### config.mk
export PLATFORM = sky130hd
export DESIGN_NAME = imem_loader
export DESIGN_NICKNAME = d
export VERILOG_FILES = /design/src/rtl/imem_loader_pkg.sv /design/src/rtl/imem_loader_byte_word_packer.sv /design/src/rtl/imem_loader.sv
export SDC_FILE = /design/constraint.sdc
export NUM_CORES = 1
export LEC_CHECK = 0
export ABC_AREA = 1
export CAP_MARGIN = 20
export CORE_ASPECT_RATIO = 0.75
export CORE_MARGIN = 3
export CORE_UTILIZATION = 45
export CTS_CLUSTER_DIAMETER = 120
export DETAILED_ROUTE_END_ITERATION = 10
export GPL_ROUTABILITY_DRIVEN = 0
export GPL_TIMING_DRIVEN = 1
export PLACE_DENSITY = 0.74
export SLEW_MARGIN = 20
export SYNTH_ARGS = -nofsm -noshare
export SYNTH_HDL_FRONTEND = slang
export SYNTH_HIERARCHICAL = 1
export SYNTH_SLANG_ARGS = --single-unit
### constraint.sdc
create_clock -name clk -period 1.9 [get_ports clk]
set_input_delay 0.38 -clock clk [delete_from_list [all_inputs] [get_ports clk]]
set_output_delay 0.38 -clock clk [all_outputs]
set_load 0.01 [all_outputs]
### src/rtl/imem_loader_pkg.sv
`default_nettype none
// ============================================================================
// Module   : imem_loader_pkg
// Purpose  : Shared types and constants for the instruction-memory loader.
// Revision : 1.0 - initial release
// ============================================================================
package imem_loader_pkg;

    // Loader sequencing states. CHK is only reachable when the checksum
    // trailer is compiled in.
    typedef enum logic [2:0] {
        ST_IDLE = 3'd0,
        ST_HDR  = 3'd1,
        ST_LOAD = 3'd2,
        ST_CHK  = 3'd3,
        ST_DONE = 3'd4,
        ST_ERR  = 3'd5
    } state_t;

    // The header is one little-endian 32-bit word, the same shape as a payload word.
    localparam int HDR_BYTES      = 4;
    localparam int BYTES_PER_WORD = 4;

    // Byte-lane indices inside an assembled word (lane 0 = bits [7:0]).
    localparam logic [1:0] LANE0 = 2'd0;
    localparam logic [1:0] LANE1 = 2'd1;
    localparam logic [1:0] LANE2 = 2'd2;
    localparam logic [1:0] LANE3 = 2'd3;

endpackage : imem_loader_pkg
`default_nettype wire

### src/rtl/imem_loader_byte_word_packer.sv
`default_nettype none
// ============================================================================
// Module   : imem_loader_byte_word_packer
// Purpose  : Collects bytes into little-endian 32-bit words. The first three
//            bytes are held in lane registers; the fourth byte completes the
//            word combinationally so the caller can register it on that edge.
// Revision : 1.0 - initial release
// ============================================================================
module imem_loader_byte_word_packer
    import imem_loader_pkg::*;
(
    input  logic        clk,
    input  logic        reset,
    input  logic        clear,
    input  logic        byte_valid,
    input  logic [7:0]  byte_data,
    output logic [1:0]  lane,
    output logic        word_valid,
    output logic [31:0] word
);

    logic [1:0]  r_lane;
    logic [23:0] r_low;

    // Lane counter and low-byte storage; each accepted byte fills the current lane.
    always_ff @(posedge clk) begin
        if (reset || clear) begin
            r_lane <= LANE0;
            r_low  <= 24'd0;
        end else if (byte_valid) begin
            case (r_lane)
                LANE0:   r_low[7:0]   <= byte_data;
                LANE1:   r_low[15:8]  <= byte_data;
                LANE2:   r_low[23:16] <= byte_data;
                default: r_low        <= r_low;
            endcase
            r_lane <= r_lane + 2'd1;
        end
    end

    assign lane       = r_lane;
    assign word_valid = byte_valid && (r_lane == LANE3);
    assign word       = {byte_data, r_low};

endmodule : imem_loader_byte_word_packer
`default_nettype wire

### src/rtl/imem_loader.sv
`default_nettype none
// ============================================================================
// Module   : imem_loader
// Purpose  : Loads a program image from a byte stream into the instruction
//            memory write port and holds the CPU in reset until the image is
//            complete. Stream format: 4-byte little-endian word count N, then
//            N little-endian words.
// Options  : IMEM_LOADER_CHECKSUM_EN - appends a one-byte XOR checksum of the
//            payload, verified in the CHK state before releasing the CPU.
// Revision : 1.0 - initial release
// ============================================================================
module imem_loader
    import imem_loader_pkg::*;
#(
    parameter  int DEPTH = 64,
    localparam int AW    = $clog2(DEPTH)
) (
    input  logic          clk,
    input  logic          reset,
    input  logic          start,
    input  logic          s_valid,
    input  logic [7:0]    s_data,
    output logic          s_ready,
    output logic          imem_we,
    output logic [31:0]   imem_wa,
    output logic [31:0]   imem_wd,
    output logic          cpu_reset,
    output logic          busy,
    output logic          done,
    output logic          err,
    output logic [AW:0]   words_loaded
);

    localparam logic [1:0] c_HDR_LAST_LANE = 2'(HDR_BYTES - 1);

    // State entered once the payload (or an empty image) has been consumed.
`ifdef IMEM_LOADER_CHECKSUM_EN
    localparam state_t c_POST_LOAD = ST_CHK;
`else
    localparam state_t c_POST_LOAD = ST_DONE;
`endif

    state_t       r_state;
    state_t       w_state_nxt;

    logic         w_fire;
    logic         w_arm;
    logic [1:0]   w_lane;
    logic         w_word_valid;
    logic [31:0]  w_word;
    logic         w_hdr_word;
    logic         w_pay_word;
    logic         w_last_word;
    logic [AW:0]  w_wl_inc;

    logic         r_we;
    logic [31:0]  r_wa;
    logic [31:0]  r_wd;
    logic [AW:0]  r_words_loaded;
    logic [AW:0]  r_count;

`ifdef IMEM_LOADER_CHECKSUM_EN
    logic [7:0]   r_csum;
`endif

    // Ready depends on state only, so the upstream source never sees a loop.
    assign s_ready = (r_state == ST_HDR) || (r_state == ST_LOAD) || (r_state == ST_CHK);
    assign busy    = s_ready;
    assign w_fire  = s_valid && s_ready;

    // A new load is armed only from the resting states; start while busy is dropped.
    assign w_arm = start && ((r_state == ST_IDLE) || (r_state == ST_DONE) || (r_state == ST_ERR));

    imem_loader_byte_word_packer u_packer (
        .clk        (clk),
        .reset      (reset),
        .clear      (w_arm),
        .byte_valid (w_fire),
        .byte_data  (s_data),
        .lane       (w_lane),
        .word_valid (w_word_valid),
        .word       (w_word)
    );

    assign w_hdr_word  = (r_state == ST_HDR) && w_fire && (w_lane == c_HDR_LAST_LANE);
    assign w_pay_word  = (r_state == ST_LOAD) && w_word_valid;
    assign w_wl_inc    = r_words_loaded + {{AW{1'b0}}, 1'b1};
    assign w_last_word = w_pay_word && (w_wl_inc == r_count);

    // State register.
    always_ff @(posedge clk) begin
        if (reset) begin
            r_state <= ST_IDLE;
        end else begin
            r_state <= w_state_nxt;
        end
    end

    // Next-state decode and status outputs.
    always_comb begin
        w_state_nxt = r_state;
        cpu_reset   = 1'b1;
        done        = 1'b0;
        err         = 1'b0;
        case (r_state)
            ST_IDLE: begin
                if (start) w_state_nxt = ST_HDR;
            end
            ST_HDR: begin
                if (w_hdr_word) begin
                    if (w_word == 32'd0) begin
                        w_state_nxt = c_POST_LOAD;
                    end else if (w_word > 32'(DEPTH)) begin
                        w_state_nxt = ST_ERR;
                    end else begin
                        w_state_nxt = ST_LOAD;
                    end
                end
            end
            ST_LOAD: begin
                if (w_last_word) w_state_nxt = c_POST_LOAD;
            end
`ifdef IMEM_LOADER_CHECKSUM_EN
            ST_CHK: begin
                if (w_fire) begin
                    w_state_nxt = (s_data == r_csum) ? ST_DONE : ST_ERR;
                end
            end
`endif
            ST_DONE: begin
                done      = 1'b1;
                cpu_reset = 1'b0;
                if (start) w_state_nxt = ST_HDR;
            end
            ST_ERR: begin
                err = 1'b1;
                if (start) w_state_nxt = ST_HDR;
            end
            default: begin
                w_state_nxt = ST_IDLE;
            end
        endcase
    end

    // Word count capture, memory write port and words_loaded tracking.
    // A completed payload word is written on the edge after its 4th byte.
    always_ff @(posedge clk) begin
        if (reset) begin
            r_we           <= 1'b0;
            r_wa           <= 32'd0;
            r_wd           <= 32'd0;
            r_words_loaded <= '0;
            r_count        <= '0;
        end else begin
            r_we <= 1'b0;
            if (w_arm) begin
                r_words_loaded <= '0;
            end
            if (w_hdr_word) begin
                r_count <= w_word[AW:0];
            end
            if (w_pay_word) begin
                r_we           <= 1'b1;
                r_wa           <= 32'(r_words_loaded[AW-1:0]) * 32'(BYTES_PER_WORD);
                r_wd           <= w_word;
                r_words_loaded <= w_wl_inc;
            end
        end
    end

`ifdef IMEM_LOADER_CHECKSUM_EN
    // Running XOR over payload bytes only; header and trailer bytes excluded.
    always_ff @(posedge clk) begin
        if (reset) begin
            r_csum <= 8'd0;
        end else if (w_arm) begin
            r_csum <= 8'd0;
        end else if ((r_state == ST_LOAD) && w_fire) begin
            r_csum <= r_csum ^ s_data;
        end
    end
`endif

    assign imem_we      = r_we;
    assign imem_wa      = r_wa;
    assign imem_wd      = r_wd;
    assign words_loaded = r_words_loaded;

endmodule : imem_loader
`default_nettype wire

==> impl_metrics.tcl, run 1 <==
set metrics [dict create \
    vias_per_cell 4.80 \
    final_antenna_net_count 0 \
    drt-total-wl_mm 9.07 \
    path_max_fanout 10 \
    synth-xor-area-share_pct 0.451 \
    cts_tree "yes" \
    holdPathStages 2 \
    cp.depth 1 \
    slowest_delay_ps 600 \
    num_vias 3443 \
    synth_ff_type "dfxtp_1" \
    synthMuxAreaShare_pct 0 \
    timing.final.ws_setup_ps 92.4 \
    clkTransAtPathRegs_ps 60 \
    crit_family "buffers and inverters" \
    cp-start-kind "flop" \
    design_area_um2 4850 \
    hold_violations 0 \
    path_buf_inv 1 \
    syn_avg_cell_area_um2 7.08 \
    clk_path_buf_depth 2 \
    finalNetCount 626 \
    fin_worst_skew_ps 3.32 \
    setup_viol 0 \
    clkLatencyLatePin_ps 330 \
    drc_errors 0 \
    synth_compound_area_share_pct 10.1 \
    r2r-start "r_state[0]" \
    final.period_utilization_pct 95.1 \
    fin_crit_ps 1810 \
    core_um2 8130 \
    fill_cells 724 \
    drive_gt1_share_pct 9.62 \
    setup-tns-final_ps 0 \
    holdBufCountCts 0 \
    synth-seq-area-share_pct 42.2 \
    power.leakage_uw 0.00211 \
    synth_seq_cells 82 \
    drv_slew 0 \
    crit_chain "clkdlybuf4s50_1" \
    die_area_um2 9800 \
    synth_top_family_by_area "simple AND/OR/NAND/NOR gates" \
    maxCapViolCount 0 \
    dp_worst_setup_slack_ps -37.6 \
    rr_worst_depth 8 \
    crit_type "flop to output port" \
    r2r_end "u_packer/r_low[3]" \
    dieHeight_um 86.5 \
    diodes 0 \
    die_w_um 113 \
    grt_max_degree 49 \
    hpwl_mm 6.56 \
    overflow 0 \
    synthAdderAreaFrac_pct 1.61 \
    area_growth_pct 24.8 \
    ir_drop_mv 0.386 \
    avgRoutedWirePerCell_um 12.6 \
    min_path_type "flop to flop" \
    fp-row-count 28 \
    crit_arrival_ps 1430 \
    root_buffer "clkbuf_16" \
    portBuffers 62 \
    start_util_pct 47.8 \
    drt_first_iter_violations 283 \
    final_cell_mix "nor2_1, nand2_1, dfxtp_1, clkdlybuf4s50_1, inv_1" \
    total_power_uw 4010 \
    synthSimpleGateAreaFrac_pct 30.2 \
    max_freq_ghz 0.553 \
    worstHoldStart "r_count[3]" \
    rsz0062_at_grt "false" \
    cts_sinks 82 \
    crit_slowest_cell "clkdlybuf4s50_1" \
    reg2reg_slack_ps 180 \
    synth_edf_count 0 \
    postSynthCellCount 549 \
    track_usage_pct 19.1 \
    hold_end "r_count[3]" \
    ys_async_sr_fraction_pct 0 \
    power_density_nw_per_um2 826 \
    utilization_pct 59.7 \
    htreeDepth 3 \
    tightest_slew_ps 626 \
    layout_commonest_cell "nor2_1" \
    placed_area_um2 4490 \
    synth.distinct_cells 29 \
    synth_warnings 6 \
    antenna_found_initial 0 \
    numCtsBuffers 9 \
    setup.worst_path.end_class "output port" \
    cp.required_ps 1520 \
    synthesis.area_um2 3890 \
    design.portCount 89 \
    drt_pass1_iterations 6 \
    outcome "finished, final reports clean" \
    grt_pass1_wl_mm 15.0 \
    grt_pass1_vias 3181 \
    relSlewSlack_pct 58.2 \
]
-- sequential cells by signal, indices dropped and copies added (netlist names) --
signal          count
r_count             7
u_packer/r_low     24
words_loaded        7
imem_wd            32
imem_wa             6
u_packer/lane       2
r_state             3
imem_we             1
-- cell type report --
cell class | instances | area [um^2] | area share (%)
Multi-Input combinational cell | 384 | 1750 | 36.1
Clock inverter | 5 | 103 | 2.12
Sequential cell | 82 | 1650 | 34.0
Timing Repair Buffer | 81 | 790 | 16.3
Inverter | 51 | 191 | 3.95
Tap cell | 105 | 131 | 2.71
Clock buffer | 10 | 239 | 4.93
-- power by group --
part / leakage, uW / internal, uW / switching (uW)
combinational: 0.00128 / 94.0 / 171
clock: 0.000165 / 1310 / 685
sequential: 0.000662 / 1730 / 14.4
total: 0.00211 / 3140 / 871
-- metal layers --
layer  global-route usage (%)  vias to the layer above  part of all wire, %
met1                     25.6                     1537                   47
met2                     30.8                      136                   45
li1                         -                     1761                    -
met5                        0                        -                    0
met3                     4.88                        9                  7.2
met4                     4.80                        0                 0.86
-- how the worst max path moves through the flow --
stage,start,endpoint
final,words_loaded[2],words_loaded[2]
after floorplan,r_state[0],r_state[2]
after global placement,s_valid,r_state[2]
after global routing,r_state[0],r_state[0]
after detailed placement,s_valid,r_state[0]
after CTS,r_state[1],cpu_reset
-- kinds of logic (layout without fill, tap and decap cells) --
kind of cell,count (synthesis),in the layout
AND/OR/NAND/NOR,275,275
buffers and inverters,108,147
flip-flops,82,82
AO/OA/AOI/OAI,76,76
adder cells (fa/ha/maj),5,5
XOR/XNOR,2,2
other,1,26
-- cell usage after synthesis, types with 3 or more instances --
cell type | instances | area, um^2
nand2_1 | 89 | 334
nand2_8 | 3 | 60.1
a21oi_1 | 26 | 130
buf_2 | 6 | 30.0
nor2_1 | 141 | 529
inv_1 | 47 | 176
dfxtp_1 | 82 | 1640
buf_4 | 36 | 270
nand2_2 | 9 | 56.3
buf_6 | 6 | 67.6
nand3_1 | 22 | 110
nor2_2 | 3 | 18.8
clkbuf_1 | 9 | 33.8
nand4_1 | 4 | 25.0
o21ai_1 | 11 | 55.1
inv_2 | 4 | 15.0
o21ai_0 | 35 | 175
ha_1 | 5 | 62.6
-- repair_timing --
| item | CTS | global route |
|---|---|---|
| gates resized for setup | 4 | 4 |
| endpoints found under the setup margin | 5 | 4 |
| setup buffers | 1 | 0 |
| hold endpoints to repair | 0 | 0 |
-- stage by stage --
step	hold slack (ps)	instances
floorplan	444	574
global placement	463	702
detailed placement	460	702
CTS	469	718
global route	509	718
finish	471	718
Note: power is estimated with default switching activity, not from simulation.
==> run 2: changes to the inputs <==
CELL_PAD_IN_SITES_DETAIL_PLACEMENT = 1   (was not set)
CELL_PAD_IN_SITES_GLOBAL_PLACEMENT = 2   (was not set)
CORE_UTILIZATION = 25   (was 45)
==> impl_metrics.tcl, run 2 (synthesis gave the netlist of run 1 again) <==
set metrics [dict create \
    outcome "finished, final reports clean" \
    max_freq_ghz 0.544 \
    r2r-start "words_loaded[1]" \
    core_um2 14800 \
    design.portCount 89 \
    antenna_found_initial 0 \
    seqPwrFrac_pct 48.5 \
    crit_path_start "words_loaded[0]" \
    final_antenna_net_count 0 \
    p_comb_share_pct 7.9 \
    hpwl_mm 8.47 \
    grt_pass1_vias 3585 \
    setup.worst_path.end_class "output port" \
    diodes 0 \
    netSwitchingFraction_pct 25.0 \
    cp-start-kind "flop" \
    cts_tree "yes" \
    ir_drop_mv 0.298 \
    switching_power_uw 901 \
    total_power_uw 3600 \
    rsz0062_at_grt "true" \
    largest_register_ffs 32 \
    root_buffer "clkbuf_16" \
    track_usage_pct 13.8 \
    clkTransAtPathRegs_ps 60 \
    power_density_nw_per_um2 726 \
    crit_arrival_ps 1460 \
    cp.required_ps 1520 \
    drt_pass1_iterations 4 \
    hold_violations 0 \
    fp-row-count 38 \
    holdBufCountCts 0 \
    die_area_um2 17100 \
    relSlewSlack_pct 62.0 \
    fin_worst_skew_ps 4.76 \
    layout_commonest_cell "nor2_1" \
    dieHeight_um 114 \
    final_cell_mix "nor2_1, nand2_1, dfxtp_1, clkdlybuf4s50_1, inv_1" \
    maxCapViolCount 0 \
    start_util_pct 26.2 \
    drt-total-wl_mm 11.4 \
    setup_viol 0 \
    num_vias 3520 \
    drt_first_iter_violations 146 \
    vias_per_cell 4.29 \
    crit_type "flop to output port" \
    clk_path_buf_depth 2 \
    min_path_type "flop to flop" \
    avgRoutedWirePerCell_um 13.9 \
    fin_crit_ps 1840 \
    cts_sinks 82 \
    area_growth_pct 27.6 \
    drv_slew 0 \
    drc_errors 0 \
    die_w_um 150 \
    power.leakage_uw 0.00210 \
    grt_pass1_wl_mm 18.6 \
    worstHoldStart "r_count[3]" \
    numCtsBuffers 9 \
    tightest_slew_ps 568 \
    htreeDepth 3 \
    overflow 0 \
    intPower_uw 2700 \
    reg2reg_slack_ps 200 \
    clkLatencyLatePin_ps 340 \
    drive_gt1_share_pct 11.6 \
    holdWs_ps 476 \
    clockPowerShare_pct 43.5 \
    portBuffers 62 \
    path_max_fanout 9 \
    grt_max_degree 49 \
    finalNetCount 633 \
    final.period_utilization_pct 96.8 \
]
[run 2: stage by stage]
stage / setup slack (ps) / std cells / utilization [%] / setup TNS, ps / cell area, um^2
3_3_place_gp: -25.7 / 803 / 31.3 / -46.7 / 4650
2_1_floorplan: 12.7 / 574 / - / 0 / 3980
3_5_place_dp: -142 / 803 / 31.3 / -395 / 4650
4_1_cts: 15.2 / 819 / 33.1 / 0 / 4910
6_report: 61.1 / 820 / 33.4 / 0 / 4960
5_1_grt: -0.886 / 820 / 33.4 / -0.886 / 4960
[run 2: worst max-delay path: stages (launching register included)]
cell,delay [ps]
dfxtp_1,390
buf_6,170
clkdlybuf4s50_1,550
[run 2: per-layer routing]
layer / GRT usage, % / vias up / routed length [um]
met5: 0 / - / 0
met1: 19.0 / 1671 / 5720
li1: - / 1780 / -
met4: 3.05 / 0 / 108
met3: 3.77 / 6 / 484
met2: 21.7 / 63 / 5080
[run 2: cell type report]
class | instances | area (um^2)
Clock inverter | 6 | 35.0
Inverter | 51 | 191
Timing Repair Buffer | 87 | 830
Clock buffer | 9 | 225
Fill cell | 1873 | 9870
Sequential cell | 82 | 1650
Multi-Input combinational cell | 385 | 1780
Tap cell | 200 | 250
[run 2: what timing repair did]
item | 4_1_cts | 5_1_grt
pin swaps | 0 | 2
endpoints found under the setup margin | 6 | 30
setup buffers | 1 | 0
gates resized for setup | 5 | 13
gates cloned | 0 | 1
[run 2: worst paths after layout]
| check | cells after the start | end |
|---|---|---|
| worst max-delay path | 2 | words_loaded[0] |
| worst min-delay path | 2 | r_count[3] |
| worst max register to register | 12 | r_state[2] |
| worst min register to register | 2 | r_count[3] |
[run 2: power by group through the flow]
| stage | clock (uW) | sequential [uW] | combinational, uW |
|---|---|---|---|
| 4_1_cts | 1620 | 1750 | 283 |
| 3_3_place_gp | 0 | 1790 | 278 |
| 2_1_floorplan | 0 | 1780 | 225 |
| 3_5_place_dp | 0 | 1790 | 286 |
| 5_1_grt | 1700 | 1750 | 323 |
| 6_report | 1570 | 1750 | 286 |
==> run 3: changes to the inputs <==
CORE_UTILIZATION = 26   (was 25)
CTS_BUF_LIST = sky130_fd_sc_hd__clkbuf_2   (was not set)
CTS_CLUSTER_SIZE = 28   (was not set)
PLACE_DENSITY = 0.77   (was 0.74)
==> impl_metrics.tcl, run 3 (synthesis gave the netlist of run 1 again) <==
set metrics [dict create \
    setup.worst_path.end_class "output port" \
    drt-total-wl_mm 11.3 \
    clkLatencyLatePin_ps 530 \
    antenna_found_initial 0 \
    start_util_pct 26.7 \
    power.leakage_uw 0.00262 \
    portBuffers 62 \
    cts_sinks 82 \
    crit_arrival_ps 1420 \
    drt_first_iter_violations 137 \
    met1Wirelength_mm 5.54 \
    r2r_end "r_state[2]" \
    rsz0062_at_grt "true" \
    avgRoutedWirePerCell_um 13.8 \
    path_buf_inv 1 \
    htreeDepth 3 \
    dp_worst_setup_slack_ps -141 \
    wl_met2_mm 5.11 \
    grt_pass1_vias 3538 \
    multiInputGateArea_um2 1790 \
    rr_worst_depth 14 \
    fp-row-count 38 \
    drc_errors 0 \
    met3WireLength_um 514 \
    p_comb_share_pct 10.3 \
    die_area_um2 16500 \
    power_density_nw_per_um2 569 \
    ir_drop_mv 0.198 \
    timing.final.ws_setup_ps 98.7 \
    grt_pass1_wl_mm 18.4 \
    track_usage_pct 13.8 \
    crit_type "flop to output port" \
    cts_tree "yes" \
    fin_cells 823 \
    core_um2 14500 \
    intPower_uw 1990 \
    clockPowerShare_pct 27.2 \
    final_antenna_net_count 0 \
    relSlewSlack_pct 56.0 \
    min_path_type "flop to flop" \
    design_area_um2 4910 \
    r2r-start "r_state[0]" \
    dieHeight_um 112 \
    fill_cells 1831 \
    area_growth_pct 26.2 \
    cp-start-kind "flop" \
    final_cell_mix "nor2_1, nand2_1, inv_1, dfxtp_1, dfxtp_2" \
    drv_slew 0 \
    sequential_cell_area_um2 1710 \
    largest_register_ffs 32 \
    dp_cells 801 \
    final.period_utilization_pct 94.8 \
    tightest_slew_ps 657 \
    slowest_delay_ps 530 \
    hpwl_mm 8.45 \
    path_max_fanout 2 \
    grt_max_degree 35 \
    root_buffer "clkbuf_2" \
    vias_per_cell 4.25 \
    hold_end "r_count[3]" \
    seqPwrFrac_pct 62.6 \
    clk_path_buf_depth 2 \
    cp.required_ps 1520 \
    outcome "finished, final reports clean" \
    die_w_um 147 \
    switching_power_uw 794 \
    crit_family "buffers and inverters" \
    overflow 0 \
    finalNetCount 636 \
    design.portCount 89 \
    netSwitchingFraction_pct 28.5 \
    clkTransAtPathRegs_ps 210 \
    maxCapViolCount 0 \
    crit_slowest_cell "clkdlybuf4s50_1" \
    drive_gt1_share_pct 18.5 \
    layout_commonest_cell "nor2_1" \
    fin_worst_skew_ps 26.5 \
    fin_crit_ps 1800 \
    crit_chain "clkdlybuf4s50_1" \
    hold_violations 0 \
    max_freq_ghz 0.555 \
    numCtsBuffers 9 \
    drt_pass1_iterations 4 \
    setup_viol 0 \
    reg2reg_slack_ps 190 \
    top_layer "met4" \
    worstHoldStart "r_count[3]" \
    diodes 0 \
    holdPathStages 2 \
    holdBufCountCts 0 \
    placed_area_um2 4630 \
    num_vias 3498 \
]
[run 3: power by group through the flow]
stage	Combinational, uW	Clock, uW	Sequential, uW
2_1_floorplan	225	0	1780
3_3_place_gp	280	0	1790
3_5_place_dp	286	0	1790
4_1_cts	281	806	1750
5_1_grt	323	864	1750
6_report	286	758	1750
[run 3: stage by stage]
step	TNS [ps]	util, %	hold WS (ps)	total power (uW)
after floorplan	0	-	444	2010
after global placement	-46.3	31.8	458	2070
after detailed placement	-470	31.8	469	2070
after CTS	0	32.7	493	2830
final	0	33.7	486	2790
after global routing	-47.4	33.7	521	2940
[run 3: area by class of cell]
| type | count | area share, % |
|---|---|---|
| Clock buffer | 11 | 1.12 |
| Clock inverter | 4 | 0.408 |
| Inverter | 51 | 3.95 |
| Multi-Input combinational cell | 385 | 36.5 |
| Sequential cell | 82 | 34.8 |
| Tap cell | 200 | 5.10 |
| Timing Repair Buffer | 90 | 18.2 |
[run 3: how the worst max path moves through the flow]
stage | cells past startpoint | slack, ps | from | to
2_1_floorplan | 15 | 10 | r_state[0] | r_state[2]
3_3_place_gp | 13 | -30 | s_valid | r_state[0]
3_5_place_dp | 11 | -140 | s_data[4] | r_state[2]
4_1_cts | 4 | 2 | r_state[1] | done
5_1_grt | 4 | -30 | r_state[1] | done
6_report | 1 | 100 | imem_wd[15] | imem_wd[15]
[run 3: timing repair]
action,CTS,global route
gates resized for setup,29,74
cloned,0,1
pin swaps,1,2
setup endpoints to repair,18,68
setup buffers,5,1
[run 3: layer usage]
metal  GRT usage (%)  up-vias
li1                -     1786
met1            19.3     1635
met2            21.7       66
met3            3.01       11
met4            3.85        0
met5               0        -
[run 3: worst min-delay path: cells and delay by family, from the launching register on]
kind | cells | cell delay, ps
DFF | 1 | 360
buffers and inverters | 1 | 60
AOI/OAI and AO/OA | 1 | 60
